## src/rtl/ones_count_accum_if.sv

```systemverilog
// Handshake and result bundle between the ones-count stage, the frame accumulator and its consumer.
interface ones_count_accum_if;
    logic       in_valid;
    logic [3:0] count_in;
    logic       in_ready;
    logic       out_valid;
    logic       out_ready;
    logic [7:0] frame_sum;
    logic [3:0] frame_max;
    logic       over_thresh;

    modport master (
        output in_valid, count_in, out_ready,
        input  in_ready, out_valid, frame_sum, frame_max, over_thresh
    );

    modport slave (
        input  in_valid, count_in, out_ready,
        output in_ready, out_valid, frame_sum, frame_max, over_thresh
    );
endinterface

```

## src/rtl/ones_count_accum.sv

```systemverilog
// Accumulates FRAME_LEN ones-count samples into a frame sum and maximum, then holds the
// result until the consumer takes it.
module ones_count_accum #(
    parameter int unsigned FRAME_LEN = 8,
    parameter logic [7:0]  THRESH    = 8'd60
) (
    input  logic              clk,
    input  logic              rst_n,
    input  logic              clear,
    ones_count_accum_if.slave bus
);

    typedef enum logic [1:0] {IDLE, ACCUM, HOLD} state_t;

    localparam logic [4:0] LEN = 5'(FRAME_LEN);

    state_t     state;
    logic [7:0] acc;
    logic [3:0] max_r;
    logic [4:0] sample_cnt;
    logic       out_valid_r;
    logic [7:0] frame_sum_r;
    logic [3:0] frame_max_r;
    logic       over_thresh_r;

    logic       accept;
    logic [7:0] sum_nxt;
    logic [3:0] max_nxt;
    logic [4:0] cnt_nxt;
    logic       last;

    // The IDLE load is folded into the running update so both states share one adder.
    always_comb begin
        accept  = bus.in_valid && (state != HOLD);
        sum_nxt = (state == IDLE) ? {4'b0000, bus.count_in} : acc + {4'b0000, bus.count_in};
        max_nxt = ((state == IDLE) || (bus.count_in > max_r)) ? bus.count_in : max_r;
        cnt_nxt = (state == IDLE) ? 5'd1 : sample_cnt + 5'd1;
        last    = (cnt_nxt == LEN);
    end

    always_ff @(posedge clk or negedge rst_n) begin
        if (!rst_n) begin
            state         <= IDLE;
            acc           <= '0;
            max_r         <= '0;
            sample_cnt    <= '0;
            out_valid_r   <= 1'b0;
            frame_sum_r   <= '0;
            frame_max_r   <= '0;
            over_thresh_r <= 1'b0;
        end else if (clear) begin
            state         <= IDLE;
            acc           <= '0;
            max_r         <= '0;
            sample_cnt    <= '0;
            out_valid_r   <= 1'b0;
            frame_sum_r   <= '0;
            frame_max_r   <= '0;
            over_thresh_r <= 1'b0;
        end else begin
            case (state)
                IDLE, ACCUM: begin
                    if (accept) begin
                        acc        <= sum_nxt;
                        max_r      <= max_nxt;
                        sample_cnt <= cnt_nxt;
                        if (last) begin
                            state         <= HOLD;
                            out_valid_r   <= 1'b1;
                            frame_sum_r   <= sum_nxt;
                            frame_max_r   <= max_nxt;
                            over_thresh_r <= (sum_nxt >= THRESH);
                        end else begin
                            state <= ACCUM;
                        end
                    end
                end
                HOLD: begin
                    if (bus.out_ready) begin
                        state       <= IDLE;
                        out_valid_r <= 1'b0;
                        acc         <= '0;
                        max_r       <= '0;
                        sample_cnt  <= '0;
                    end
                end
                default: state <= IDLE;
            endcase
        end
    end

    assign bus.in_ready    = (state != HOLD);
    assign bus.out_valid   = out_valid_r;
    assign bus.frame_sum   = frame_sum_r;
    assign bus.frame_max   = frame_max_r;
    assign bus.over_thresh = over_thresh_r;

endmodule

```

## src/flat_wrapper.sv

```systemverilog
// flat-port wrapper written by rule: the top's interface ports become plain ports
module ones_count_accum_flat 
#(
    parameter int unsigned FRAME_LEN = 8,
    parameter logic [7:0]  THRESH    = 8'd60
)
  (clk, rst_n, clear, bus_in_valid, bus_count_in, bus_out_ready, bus_in_ready, bus_out_valid, bus_frame_sum, bus_frame_max, bus_over_thresh);
  ones_count_accum_if bus_i ();
  input  logic clk;
  input  logic rst_n;
  input  logic clear;
  input wire logic [$bits(bus_i.in_valid)-1:0] bus_in_valid;
  input wire logic [$bits(bus_i.count_in)-1:0] bus_count_in;
  input wire logic [$bits(bus_i.out_ready)-1:0] bus_out_ready;
  output wire logic [$bits(bus_i.in_ready)-1:0] bus_in_ready;
  output wire logic [$bits(bus_i.out_valid)-1:0] bus_out_valid;
  output wire logic [$bits(bus_i.frame_sum)-1:0] bus_frame_sum;
  output wire logic [$bits(bus_i.frame_max)-1:0] bus_frame_max;
  output wire logic [$bits(bus_i.over_thresh)-1:0] bus_over_thresh;
  assign bus_i.in_valid = bus_in_valid;
  assign bus_i.count_in = bus_count_in;
  assign bus_i.out_ready = bus_out_ready;
  assign bus_in_ready = bus_i.in_ready;
  assign bus_out_valid = bus_i.out_valid;
  assign bus_frame_sum = bus_i.frame_sum;
  assign bus_frame_max = bus_i.frame_max;
  assign bus_over_thresh = bus_i.over_thresh;
  ones_count_accum #(.FRAME_LEN(FRAME_LEN), .THRESH(THRESH)) u_core (.clk(clk), .rst_n(rst_n), .clear(clear), .bus(bus_i));
endmodule
```

## config.mk

```make
export PLATFORM = sky130hd
export DESIGN_NAME = ones_count_accum_flat
export DESIGN_NICKNAME = d
export VERILOG_FILES = /design/src/rtl/ones_count_accum_if.sv /design/src/rtl/ones_count_accum.sv /design/src/flat_wrapper.sv
export SDC_FILE = /design/constraint.sdc
export NUM_CORES = 1
export LEC_CHECK = 0
export CORE_AREA = 2 2 67 76
export DETAILED_ROUTE_END_ITERATION = 8
export DIE_AREA = 0 0 69 78
export DONT_BUFFER_PORTS = 1
export GPL_ROUTABILITY_DRIVEN = 0
export SLEW_MARGIN = 40
export SYNTH_ARGS = -nofsm -noshare
export SYNTH_HDL_FRONTEND = slang
export SYNTH_SLANG_ARGS = --single-unit
export TNS_END_PERCENT = 1
```

## constraint.sdc

```tcl
create_clock -name clk -period 2.5 [get_ports clk]
set_input_delay 0 -clock clk [delete_from_list [all_inputs] [get_ports clk]]
set_output_delay 0 -clock clk [all_outputs]
set_load 0.005 [all_outputs]
```

After elaboration in Yosys (flattened, before gate mapping)
Cells that the tools add are included.

storage, ports and cells
  input bits = 9
  flip-flop bits (word level) = 33

operators by class
  add/sub/neg operators = 2
  order comparisons = 2
  reduce and logical (&&, ||, !) cells = 12
  equal/unequal tests = 7
  muxes and demuxes = 37

operator list
  cell                                                                    number
  8-bit two-way mux                                                       8
  4-bit two-way mux                                                       8
  5-bit two-way mux                                                       4
  8-bit one-hot mux with 2 select lines                                   1
  5-bit one-hot mux with 2 select lines                                   1
  8-bit by 4-bit adder with 8-bit output                                  1
  8-bit by 6-bit >= comparator with 1-bit output (second input constant)  1
  1-bit two-way mux                                                       8
  2-bit two-way mux                                                       4
  4-bit one-hot mux with 2 select lines                                   1
  3-bit by 2-bit != test with 1-bit output (second input constant)        2
  3-bit AND reduction                                                     2
  2-bit nonzero test                                                      3
  5-bit by 1-bit adder with 5-bit output (second input constant)          1
  5-bit by 4-bit equality test with 1-bit output (second input constant)  1
  4-bit > comparator                                                      1
  2-bit one-hot mux with 2 select lines                                   1
  4-bit AND reduction                                                     1
  3-bit != test (second input constant)                                   1
  3-bit nonzero test                                                      1
  2-bit by 1-bit equality test with 1-bit output (second input constant)  1
  2-bit equality test (second input constant)                             1
  2-bit zero test                                                         1
  2-bit != test (second input constant)                                   1
  5 further kinds                                                         5

Depth between registers and ports, before layout
  depth after elaboration = 7
  gate-level depth with buffers = 8
  mapped depth without buffers = 8

Least setup slack after synthesis
Ideal clock, no wire load.

  path kind = register -> register
  start = register u_core.acc[0]
  end = register u_core.over_thresh_r, in the netlist u_core.bus.over_thresh
  arrival time = 1.973 ns
  setup time = 0.139 ns
  path slack = 0.387 ns
  stages on the path, launching flop included = 9
  cells stage by stage = dfrtp_1 ha_1 fa_1 a21o_1 a21oi_1 nor3_1 o21ai_0 a21boi_0 a211oi_1

between the ends
  cells in the longest elaborated chain, start to end = 7

ends and longest elaborated chain
  item                                            RTL line                text
  start, declared                                 ones_count_accum.sv:18  logic [7:0] acc;
  start signal, assigned                          ones_count_accum.sv:64  acc <= sum_nxt;
  8-bit by 4-bit adder with 8-bit output          ones_count_accum.sv:35  sum_nxt = (state == IDLE) ? {4'b0000, bus.count_in} : acc + {4'b0000, bus.count_in};
  8-bit two-way mux                               ones_count_accum.sv:35
  8-bit by 6-bit >= comparator with 1-bit output  ones_count_accum.sv:72  over_thresh_r <= (sum_nxt >= THRESH);
  1-bit two-way mux                               ones_count_accum.sv:67  if (last) begin
  1-bit two-way mux                               ones_count_accum.sv:63  if (accept) begin
  1-bit two-way mux                               ones_count_accum.sv:61  case (state)
  1-bit two-way mux                               ones_count_accum.sv:51  end else if (clear) begin
  end signal, assigned                            ones_count_accum.sv:72
  end, declared                                   ones_count_accum.sv:24  logic over_thresh_r;

No other way between the ends. The select of a mux whose other input is x is not followed.
A chain may end at the register's enable or synchronous reset.

Final worst setup path
Same ends and word-level chain as after synthesis.

==> flow_summary.json <==
{
  "die_w_um": 69,
  "arrival_ns": 2.42,
  "via_per_inst": 5.575,
  "ys_warn_count": 0,
  "setup_viol": 0,
  "grtUsageTotal": 0.1634,
  "crit_chain": "ha_1 -> fa_1 -> a21o_1 -> a21oi_2 -> nor3_1 -> o21ai_0 -> a21boi_0 -> a211oi_1",
  "synth_most_common_cell": "dfrtp_1",
  "antenna_found_initial": 0,
  "avgSynthCellArea_sq_um": 10.23,
  "synth_fp_nets": 195,
  "ys_seq_area_frac": 0.4587,
  "core_area_sq_um": 4554,
  "cts_setup_buffers": 0,
  "final-max-slew-violation-count": 0,
  "drv_cap": 0,
  "drtPass1Iterations": 4,
  "grt_pass1_vias": 1415,
  "ys_seq_elements": 33,
  "cp_max_fo": 4,
  "fin_skew_ns": 0.009753,
  "hold_violations": 0,
  "io_buffers": 0,
  "io_pins": 24,
  "synth_top_cell_area_share": 0.4587,
  "synth_edf_count": 0,
  "synth_top_cell_by_area": "dfrtp_1",
  "fin_crit_sh": 0.9104,
  "grt_max_degree": 34,
  "dieArea_sq_um": 5382,
  "start_kind": "register",
  "netlist_area_sq_um": 1800,
  "setup-tns-final_ns": 0,
  "hp-class": "primary input to register",
  "hpwl_mm": 2.856,
  "pre_cts_ws_ns": 0.1432,
  "required_ns": 2.64,
  "drive_gt1_frac": 0.1099,
  "ys.flop_type": "dfrtp_1",
  "setup_slack_ns": 0.2240,
  "ctsHtreeMaxLevel": 2,
  "rows": 26,
  "ir_drop_mv": 0.2766,
  "period_needed_ns": 2.276,
  "post_drt_wl_per_cell_um": 16.62,
  "initial_utilization": 0.3953,
  "drtAntennaViolNets": 0,
  "overflow": 0,
  "slowest_stage": "fa_1",
  "synthTopCellsByCount": "dfrtp_1 (33), nand2_1 (16), nor2_1 (13), o21ai_0 (13), a22o_1 (10)",
  "p_leak_nw": 0.9102,
  "tightest_slew_ns": 0.4963,
  "numCtsBuffers": 5,
  "p_per_area_nw_per_um2": 536.8,
  "die_h_um": 78,
  "rsz0062_at_grt": "no",
  "vias": 1377,
  "outcome": "complete, no violations",
  "synth.area.top_cells": "dfrtp_1 (46%), ha_1 (6.3%), mux2i_1 (5.0%), a22o_1 (4.9%), o21ai_0 (3.6%)",
  "wirelength_mm": 4.104,
  "cpPeakStageDelay_ns": 0.41,
  "syn_inst": 176,
  "area_growth_pct": 14.32,
  "synth_cell_type_count": 37,
  "cts.sinks": 33,
  "path_class": "register to register",
  "initialDrtViolationCount": 64,
  "max_slew_margin": 0.6679,
  "cp-end-kind": "register",
  "r2r_setup_slack_ns": 0.22,
  "grt_pass1_wl_mm": 6.851,
  "antenna_cells": 0,
  "path_clk_slew_ns": 0.07,
  "synth-async-reset-ratio": 1.000,
  "final_nets": 209,
  "fmax_mhz": 439.4,
  "clockBufferDepth": 2,
  "drcViolationCount": 0,
  "cts_tree": "yes",
  "insertion_delay_ns": 0.29,
  "clockRootBuffer": "clkbuf_8"
}
[path summary, 6_finish.rpt]
| check | from | to | cells after the start |
|---|---|---|---|
| min reg2reg | u_core.acc[2]$_DFFE_PN0P_ | u_core.acc[2]$_DFFE_PN0P_ | 2 |
| max | u_core.acc[0]$_DFFE_PN0P_ | u_core.bus.over_thresh$_DFFE_PN0P_ | 8 |
| max in group asynchronous | rst_n | u_core.acc[6]$_DFFE_PN0P_ | 2 |
| max reg2reg | u_core.acc[0]$_DFFE_PN0P_ | u_core.bus.over_thresh$_DFFE_PN0P_ | 8 |
| min | clear | u_core.acc[4]$_DFFE_PN0P_ | 3 |
| min in group asynchronous | rst_n | u_core.sample_cnt[1]$_DFFE_PN0P_ | 2 |
[per-layer routing]
layer / track usage / part of all wire
met1: 0.2062 / 0.44
met3: 0.05325 / 0.049
met5: 0 / 0
met4: 0.06863 / 0.019
met2: 0.2567 / 0.50
[logic make-up (layout without fill, tap and decap cells)]
logic type | count (synthesis) | after routing | share of synthesized area
compound gates | 53 | 53 | 0.2120
simple gates | 48 | 48 | 0.1341
flops | 33 | 33 | 0.4587
buf+inv | 15 | 30 | 0.03266
fa+ha+maj | 10 | 10 | 0.07366
mux | 9 | 9 | 0.05004
xor+xnor | 8 | 8 | 0.03891
[worst max-delay path, delay by kind of cell (launching register included)]
kind | cells | cell delay (ns)
fa+ha+maj | 2 | 0.62
simple gates | 1 | 0.08
compound gates | 5 | 1.05
flops | 1 | 0.39
[cell type report]
cell class                 count  area (sq um)
sequential                    33         825.8
timing repair buffer          12         122.6
inverter                      10         37.54
clock buffer                   6         72.57
fill                         429          2496
multi-input combinational    128         919.6
clock inverter                 2         10.01
tap                           56         70.07
[state kept, by name (all words and copies together), names as in the netlist]
name / cells
u_core.acc: 8
u_core.bus.frame_max: 4
u_core.bus.frame_sum: 8
u_core.bus.out_valid: 1
u_core.bus.over_thresh: 1
u_core.max_r: 4
u_core.sample_cnt: 5
u_core.state: 2
[power breakdown]
group	total (W)	internal, W	leakage, nW	switching, W
sequential	0.000559	0.000547	0.453	0.0000120
combinational	0.000159	0.0000668	0.412	0.0000918
clock	0.000388	0.000193	0.0450	0.000195
[metrics by stage]
step,area [sq um],utilization,std cells,total power [W],hold slack [ns]
global route,2058,0.4519,247,0.001166,0.01805
CTS,2054,0.4511,247,0.001116,0.002190
global placement,1872,0.4110,230,0.0006904,-0.2944
floorplan,1800,-,176,0.0006679,-0.2956
finish,2058,0.4519,247,0.001105,0.01229
detailed placement,1872,0.4110,230,0.0006967,-0.2944
[cell usage in the layout (no fill, tap or decap), types with 2 or more instances in the layout]
master and count:
dfrtp_1 33, nand2_1 16, o21ai_0 13, nor2_1 13, a22o_1 10, inv_1 9
mux2i_1 9, ha_1 9, dlygate4sd3_1 8, o2bb2ai_1 6, a21oi_1 5, o31ai_1 5
clkbuf_8 5, nand3_1 4, xor2_1 4, nor3_1 4, xnor2_1 4, a21oi_2 3
a21o_1 3, a211oi_1 3, buf_4 3, nand2b_1 2, clkinv_2 2
[what timing repair did]
| action | in CTS | in global routing |
|---|---|---|
| hold endpoints to repair | 55 | 0 |
| endpoints found under the setup margin | 0 | 1 |
| hold buffers | 9 | 0 |
| resized for setup | 0 | 1 |
Note: power is estimated with default switching activity, not from simulation.
